### config.mk
export PLATFORM = sky130hd
export DESIGN_NAME = ballot_cast_unit
export DESIGN_NICKNAME = d
export VERILOG_FILES = /design/src/rtl/ballot_cast_unit.sv
export SDC_FILE = /design/constraint.sdc
export NUM_CORES = 1
export LEC_CHECK = 0
export BUFFER_PORTS_ARGS = -buffer_cell sky130_fd_sc_hd__buf_4
export CAP_MARGIN = 10
export CORE_MARGIN = 4
export CORE_UTILIZATION = 57
export DETAILED_ROUTE_END_ITERATION = 10
export GPL_ROUTABILITY_DRIVEN = 0
export PLACE_DENSITY = 0.87
export SYNTH_ARGS = -nofsm -noshare
export SYNTH_HDL_FRONTEND = slang
export SYNTH_SLANG_ARGS = --single-unit
### constraint.sdc
create_clock -name clk -period 2.5 [get_ports clk]
set_clock_uncertainty 0.05 [all_clocks]
set_input_delay 0.25 -clock clk [delete_from_list [all_inputs] [get_ports clk]]
set_output_delay 0.25 -clock clk [all_outputs]
set_load 0.01 [all_outputs]
### src/rtl/ballot_cast_unit.sv
// Voter-side ballot front end: debounces the candidate/confirm buttons, enforces one vote per
// token, drives a single one-hot vote level until the machine acknowledges, and keeps audit counters.
module ballot_cast_unit #(
    parameter int DEBOUNCE_CYCLES = 4,
    parameter int ACK_TIMEOUT     = 16,
    parameter int COOLDOWN        = 8,
    parameter int CNT_W           = 8
) (
    input  logic             clk,
    input  logic             reset,
    input  logic             voting_enabled,
    input  logic             busy,
    input  logic             voter_token,
    input  logic             btn_a,
    input  logic             btn_b,
    input  logic             btn_c,
    input  logic             confirm,
    output logic             vote_a,
    output logic             vote_b,
    output logic             vote_c,
    output logic             ready,
    output logic [1:0]       selection,
    output logic             cast_done,
    output logic             cast_error,
    output logic [CNT_W-1:0] ballots_issued,
    output logic [CNT_W-1:0] ballots_cast
);

    localparam int DB_W = $clog2(DEBOUNCE_CYCLES + 1);
    localparam logic [DB_W-1:0] DB_MAX = DB_W'(DEBOUNCE_CYCLES);
    localparam int TM_MAX = (ACK_TIMEOUT > COOLDOWN) ? ACK_TIMEOUT : COOLDOWN;
    localparam int TM_W = $clog2(TM_MAX + 1);
    localparam logic [TM_W-1:0] ACK_LAST  = TM_W'(ACK_TIMEOUT - 1);
    localparam logic [TM_W-1:0] COOL_LAST = TM_W'(COOLDOWN - 1);

    typedef enum logic [2:0] {
        IDLE     = 3'd0,
        ARMED    = 3'd1,
        SELECTED = 3'd2,
        DRIVE    = 3'd3,
        RELEASE  = 3'd4
    } state_t;

    state_t            state, state_n;
    logic [3:0]        raw;
    logic [DB_W-1:0]   db_cnt [4];
    logic [3:0]        db_level, db_level_q, press;
    logic [2:0]        cand_press;
    logic              single_press;
    logic [1:0]        press_code;
    logic [1:0]        sel_n;
    logic [TM_W-1:0]   timer, timer_n;
    logic [2:0]        vote_q, vote_n;
    logic              done_n, err_n, inc_issued, inc_cast;

    // Bit order: a, b, c, confirm.
    assign raw = {confirm, btn_c, btn_b, btn_a};

    always_ff @(posedge clk or posedge reset) begin
        if (reset) begin
            for (int i = 0; i < 4; i++) db_cnt[i] <= '0;
            db_level_q <= '0;
        end else begin
            for (int i = 0; i < 4; i++) begin
                if (!raw[i])
                    db_cnt[i] <= '0;
                else if (db_cnt[i] != DB_MAX)
                    db_cnt[i] <= db_cnt[i] + 1'b1;
            end
            db_level_q <= db_level;
        end
    end

    always_comb begin
        for (int i = 0; i < 4; i++) db_level[i] = (db_cnt[i] == DB_MAX);
    end

    assign press        = db_level & ~db_level_q;
    assign cand_press   = press[2:0];
    assign single_press = (cand_press == 3'b001) || (cand_press == 3'b010) || (cand_press == 3'b100);

    always_comb begin
        press_code = 2'b11;
        case (cand_press)
            3'b001:  press_code = 2'b00;
            3'b010:  press_code = 2'b01;
            3'b100:  press_code = 2'b10;
            default: press_code = 2'b11;
        endcase
    end

    always_comb begin
        state_n    = state;
        sel_n      = selection;
        timer_n    = timer;
        vote_n     = 3'b000;
        done_n     = 1'b0;
        err_n      = 1'b0;
        inc_issued = 1'b0;
        inc_cast   = 1'b0;
        case (state)
            IDLE: begin
                if (voter_token && voting_enabled) begin
                    state_n    = ARMED;
                    sel_n      = 2'b11;
                    inc_issued = 1'b1;
                end
            end
            ARMED: begin
                if (!voting_enabled) begin
                    state_n = IDLE;
                    sel_n   = 2'b11;
                    err_n   = 1'b1;
                end else if (single_press) begin
                    state_n = SELECTED;
                    sel_n   = press_code;
                end
            end
            SELECTED: begin
                // A candidate press in the same cycle as confirm wins; the confirm is dropped.
                if (!voting_enabled) begin
                    state_n = IDLE;
                    sel_n   = 2'b11;
                    err_n   = 1'b1;
                end else if (single_press) begin
                    sel_n = press_code;
                end else if (cand_press == 3'b000 && press[3]) begin
                    state_n = DRIVE;
                    timer_n = '0;
                end
            end
            DRIVE: begin
                if (busy) begin
                    state_n  = RELEASE;
                    timer_n  = '0;
                    done_n   = 1'b1;
                    inc_cast = 1'b1;
                end else if (timer == ACK_LAST) begin
                    state_n = RELEASE;
                    timer_n = '0;
                    err_n   = 1'b1;
                end else begin
                    timer_n = timer + 1'b1;
                    case (selection)
                        2'b00:   vote_n = 3'b001;
                        2'b01:   vote_n = 3'b010;
                        2'b10:   vote_n = 3'b100;
                        default: vote_n = 3'b000;
                    endcase
                end
            end
            RELEASE: begin
                if (timer == COOL_LAST) begin
                    state_n = IDLE;
                    sel_n   = 2'b11;
                end else begin
                    timer_n = timer + 1'b1;
                end
            end
            default: begin
                state_n = IDLE;
                sel_n   = 2'b11;
            end
        endcase
    end

    always_ff @(posedge clk or posedge reset) begin
        if (reset) begin
            state          <= IDLE;
            selection      <= 2'b11;
            timer          <= '0;
            vote_q         <= 3'b000;
            cast_done      <= 1'b0;
            cast_error     <= 1'b0;
            ballots_issued <= '0;
            ballots_cast   <= '0;
        end else begin
            state      <= state_n;
            selection  <= sel_n;
            timer      <= timer_n;
            vote_q     <= vote_n;
            cast_done  <= done_n;
            cast_error <= err_n;
            if (inc_issued && ballots_issued != {CNT_W{1'b1}})
                ballots_issued <= ballots_issued + 1'b1;
            if (inc_cast && ballots_cast != {CNT_W{1'b1}})
                ballots_cast <= ballots_cast + 1'b1;
        end
    end

    assign vote_a = vote_q[0];
    assign vote_b = vote_q[1];
    assign vote_c = vote_q[2];
    assign ready  = (state == ARMED) || (state == SELECTED);

endmodule

---- Yosys cells after proc, flatten, opt, wreduce, memory -nomap -nowiden ----
Cells that the tools add are included.
W data, S select, Z words.
storage, ports and cells
  latch bits .............................. 0
  register bits after elaboration ......... 47
  bits in read-only memories .............. 0
  logic and storage cells ................. 117
  memories ................................ 0
  RAM bits ................................ 0
operators by class
  $lt $le $gt $ge ......................... 0
  bitwise logic cells ..................... 3
  reductions and logical operators ........ 15
  eq/ne operators ......................... 36
  mux-type cells .......................... 43
  multiply operators ...................... 0
  div/mod/pow operators ................... 0
  add/sub/neg operators ................... 7
  shift-type cells ........................ 0
operator list
  cell                   count
  $mux W3                20
  $mux W5                6
  $ne A3 B3 Y1 const B   8
  $eq A3 B3 Y1 const B   6
  $add A8 B1 Y8 const B  2
  $ne A8 B8 Y1 const B   2
  $pmux W3 S5            1
  $pmux W5 S3            1
  $add A3 B1 Y3 const B  4
  $ne A2 B2 Y1 const B   6
  $eq A3 B2 Y1 const B   3
  $pmux W3 S3            1
  $mux W2                4
  $ne A2 B1 Y1 const B   4
  $pmux W2 S4            1
  $mux W1                7
  $eq A3 B1 Y1 const B   2
  $logic_not A3 Y1       2
  $pmux W2 S3            1
  $reduce_and A6 Y1      1
  $add A5 B1 Y5 const B  1
  $eq A5 B3 Y1 const B   1
  $eq A5 B4 Y1 const B   1
  $reduce_and A5 Y1      1
  other kinds (13)       18

---- Logic depth before layout (Yosys ltp) ----
  depth in word-level cells ............... 8
  mapped depth ............................ 8
  depth with buffers taken out ............ 8

---- Worst setup path after synthesis ----
No wires, ideal clock.
  path type ............................... flip-flop to flip-flop
  start point ............................. register timer[0]
  end point ............................... register timer[3]
  library setup time ...................... 0.082 ns
  stages on the path, launching flop included .. 8
  buffers on the path ..................... 0
  setup slack ............................. 0.632 ns
  arrival ................................. 1.736 ns
  cells stage by stage .................... dfrtp_1 -> ha_1 -> and3_1 -> ha_1 -> or3_1 -> nand2_1 -> nand2_1 -> o22ai_1
on the way
  cells in the longest elaborated chain, start to end .. 4
  elaborated cells on any way between the ends .. 9
  classes of those cells .................. 1 x add/sub; 3 x eq/ne; 4 x mux; 1 x reduce/logical
ends and longest elaborated chain
  what                                                  line           text
  start: declaration                                    52             logic [TM_W-1:0] timer, timer_n;
  start signal: assignment                              180            timer <= timer_n;
  $add A5 B1 Y5 / $eq A5 B4 Y1 (equally long branches)  143, 157, 138
  $mux W5                                               138            end else if (timer == ACK_LAST) begin
  $mux W5                                               133            if (busy) begin
  $pmux W5 S3                                           101            case (state)
Parallel ways exist; a longest one is shown, timed or not. The select of a mux whose other input is x is not followed.
A chain may end at the register's enable or synchronous reset.

---- Worst setup path after layout ----
  start point ............................. register db_cnt[3] in the netlist's numbering
  end point ............................... register state[0]
on the way
  cells in the longest elaborated chain, start to end .. 7
  elaborated cells on any way between the ends .. 13
  classes of those cells .................. 7 x eq/ne; 1 x bitwise; 5 x reduce/logical
ends and longest elaborated chain
  what                                                 line  text
  start: declaration                                   46    logic [DB_W-1:0] db_cnt [4];
  start signal: indexed assignment                     68    db_cnt[i] <= db_cnt[i] + 1'b1;
  $eq A3 B3 Y1 (*)                                     75    for (int i = 0; i < 4; i++) db_level[i] = (db_cnt[i] == DB_MAX);
  $and A4 B4 Y4 (*)                                    78    assign press = db_level & ~db_level_q;
  $eq A3 B1 Y1 / $eq A3 B2 Y1 (equally long branches)  80    assign single_press = (cand_press == 3'b001) || (cand_press == 3'b010) || (cand_press == 3'b100);
  $logic_or A1 B1 Y1 (2 in series)                     80
  $ne A3 B3 Y1 (no source line)                        -
  $reduce_and A6 Y1 (no source line) (*)               -
  end signal: assignment                               178   state <= state_n;
  end: declaration                                     44    state_t state, state_n;
Mark *: on every way between the ends. The rest lies on a longest branch, timed or not.

==> flow_summary_export.csv <==
group,metric,value,unit
global_routing,grt_start_max_net_pins,25,
synthesis,syn-num-nets,257,
die,rows,23,
die,die_h,73.5,um
worst_setup_path,critical-path-top-delay-family,"simple AND/OR/NAND/NOR gates",
global_routing,grt_pass1_wl,7220,um
timing,rsz0062_at_grt,"false",
clock_network,clock_latency,0.30,ns
synthesis,ys_warn_count,0,
timing,setup_viol,0,
die,dieArea,0.00540,sq mm
synthesis,synthTopCellsByCount,"dfrtp_1, nand2_1, inv_1",
worst_setup_path,crit_fanout,7,
synthesis,synth_area_leaders,"dfrtp_1, ha_1, xnor2_1",
timing,slew_violations,0,
worst_setup_path,regToRegSetupSlack,0.44,ns
clock_network,clockBufferDepth,2,
power,p_per_area,881,mW/mm^2
routing,routed-via-count,1781,
timing,tightest_slew,0.564,ns
layout,multiInputGateArea,0.00114,sq mm
timing,setup_tns,0,ns
synthesis,synth-seq-cells,47,
worst_setup_path,r2r_start,"db_cnt[3]$_DFFE_PP0P_",
synthesis,async_flop_share,1.00,
synthesis,synthFlopType,"dfrtp_1",
clock_network,numCtsBuffers,5,
timing,relSlewSlack,0.618,
placed_design,hpwlAfterDp,3200,um
min_path,min_from,"btn_a",
synthesis,syn_area,0.00244,sq mm
worst_setup_path,cp_data_required_time,2.64,ns
worst_setup_path,path_cells,"inv_1, ha_1, nand3b_1, xnor2_1, o21ai_0, nand3_1, mux2_1",
synthesis,yosys.cell_types.count,46,
routing,remaining_drc_errors,0,
timing,max_freq,0.485,GHz
placed_design,dpl_cell_area,0.00272,sq mm
min_path,hold_path.class,"in2reg",
clock_network,clock-root-buffer,"clkbuf_8",
routing,vias_per_cell,5.51,
die,ios,33,
global_routing,overflow,0,
timing,fin_crit,2.06,ns
layout,num_antenna_cells,0,
layout,fill_cells,310,
layout,final-seq-area,0.00118,sq mm
layout,fin_util,0.697,
worst_setup_path,cp_num_buf_inv,1,
synthesis,synth-edff-count,0,
worst_setup_path,critPathArrivalTime,2.20,ns
global_routing,grtUsageTotal,0.176,
die,chipWidth,73.5,um
synthesis,synth_area_leader_cell,"dfrtp_1",
layout,final-instance-count-excl-fill,323,
min_path,hold_end,"db_cnt[9]$_DFFE_PP0P_",
worst_setup_path,max_stage_delay,0.40,ns
worst_setup_path,rr_worst_depth,7,
layout,drive_above_1_share,0.190,
synthesis,synth_top_area_frac,0.461,
synthesis,synth.avg_cell_area,10.4,sq um
timing,period_share,0.825,
clock_network,h-tree-depth,2,
placed_design,portBuffers,32,
clock_network,clk_pin_slew,0.08,ns
worst_setup_path,end_kind,"register",
clock_network,post_cts_resized,0,
worst_setup_path,r2r_end,"state[0]$_DFFE_PP0P_",
clock_network,holdBufCountCts,1,
global_routing,grt_pass1_vias,1571,
clock_network,tritoncts,"built",
layout,design_area,0.00285,sq mm
global_routing,antenna_found_initial,0,
min_path,hold_depth,2,
worst_setup_path,cp-start-kind,"register",
synthesis,synth-seq-area-share,0.483,
die,initial_utilization,0.598,
timing,final_hold_viol_count,0,
synthesis,synth_most_common_cell,"dfrtp_1",
clock_network,cts_sinks,47,
flow_run,drv_cap,0,
power,peakVddDrop,0.452,mV
routing,postRouteAntennaNets,0,
clock_network,post_cts_buffers,0,
routing,firstDrtPassIters,4,
placed_design,dp_cells,314,
die,coreArea,0.00409,sq mm
routing,wire_per_inst,13.7,um
synthesis,syn_inst,235,
layout,final_nets,294,
power,leakage,1.40,nW
routing,finalWirelength,4420,um
worst_setup_path,worstSetupPathType,"reg2reg",
layout,area_delta_synth_final,16.6,%
routing,drtIter0Drc,86,
worst_setup_path,critical_path.slowest_cell,"dfrtp_1",
run_status,status,"finished, final reports clean",
worst max path at each step:
stage / end / start / cells past startpoint
floorplan: timer[3]$_DFFE_PP0P_ / timer[0]$_DFFE_PP0P_ / 7
global placement: timer[3]$_DFFE_PP0P_ / timer[0]$_DFFE_PP0P_ / 7
detailed placement: timer[3]$_DFFE_PP0P_ / timer[0]$_DFFE_PP0P_ / 7
CTS: state[0]$_DFFE_PP0P_ / db_cnt[3]$_DFFE_PP0P_ / 7
global route: timer[2]$_DFFE_PP0P_ / timer[0]$_DFFE_PP0P_ / 7
finish: state[0]$_DFFE_PP0P_ / db_cnt[3]$_DFFE_PP0P_ / 7
cell families (layout without fill, tap and decap cells):
logic type / after synthesis / count (layout) / share of synthesized area
xor+xnor: 20 / 20 / 0.0717
flops: 47 / 47 / 0.483
simple gates: 82 / 82 / 0.195
mux: 4 / 4 / 0.0179
compound gates: 40 / 40 / 0.115
fa+ha+maj: 13 / 13 / 0.0666
buf+inv: 29 / 67 / 0.0517
per-layer routing:
| metal | vias up | share of wire | GRT usage |
|---|---|---|---|
| met3 | 6 | 0.052 | 0.0465 |
| met4 | 0 | 0.014 | 0.0644 |
| met5 | - | 0 | 0 |
| met2 | 43 | 0.51 | 0.296 |
| li1 | 879 | - | - |
| met1 | 853 | 0.43 | 0.217 |
report_power, final:
part | total (W) | switching, W | internal [W]
sequential | 0.00112 | 0.000212 | 0.000911
combinational | 0.000814 | 0.000409 | 0.000405
clock | 0.000573 | 0.000249 | 0.000323
total | 0.00251 | 0.000870 | 0.00164
layout by cell type (no fill, tap or decap), drive strengths merged, types with 3 or more instances in the layout:
| cell | synthesis | routed |
|---|---|---|
| a21boi | 5 | 5 |
| a21oi | 4 | 4 |
| a31oi | 10 | 10 |
| and2 | 4 | 4 |
| and3 | 4 | 4 |
| buf | 4 | 33 |
| clkbuf | 0 | 6 |
| dfrtp | 45 | 45 |
| ha | 13 | 13 |
| inv | 25 | 25 |
| mux2 | 3 | 3 |
| nand2 | 27 | 27 |
| nand2b | 4 | 4 |
| nand3 | 8 | 8 |
| nand3b | 6 | 6 |
| nand4 | 5 | 5 |
| nor2 | 7 | 7 |
| nor3 | 3 | 3 |
| nor3b | 3 | 3 |
| o21ai | 14 | 14 |
| xnor2 | 16 | 16 |
| xor2 | 4 | 4 |
worst register-to-register path: stages (launching register included):
cell	delay, ns
dfrtp_1	0.40
inv_1	0.10
ha_1	0.19
nand3b_1	0.24
xnor2_1	0.20
o21ai_0	0.26
nand3_1	0.17
mux2_1	0.34
cell type report:
cell class | instances | share of cell area
Clock inverter | 2 | 0.0123
Tap cell | 50 | 0.0220
Multi-Input combinational cell | 159 | 0.399
Inverter | 25 | 0.0330
Clock buffer | 6 | 0.0290
Sequential cell | 47 | 0.414
Timing Repair Buffer | 34 | 0.0905
registers in the layout, summed over array words and instances, names as in the netlist:
signal	flops
db_cnt	12
ballots_cast	8
ballots_issued	8
timer	5
db_level_q	4
state	3
vote_q	3
selection	2
cast_done	1
cast_error	1
through the flow:
step / total power [W] / hold WS, ns / setup WS, ns
floorplan: 0.00167 / 0.329 / 0.632
global placement: 0.00190 / 0.269 / 0.554
detailed placement: 0.00194 / 0.262 / 0.500
CTS: 0.00253 / 0.123 / 0.453
global route: 0.00268 / 0.127 / 0.331
finish: 0.00251 / 0.125 / 0.437
(Power assumes the default switching activity.)
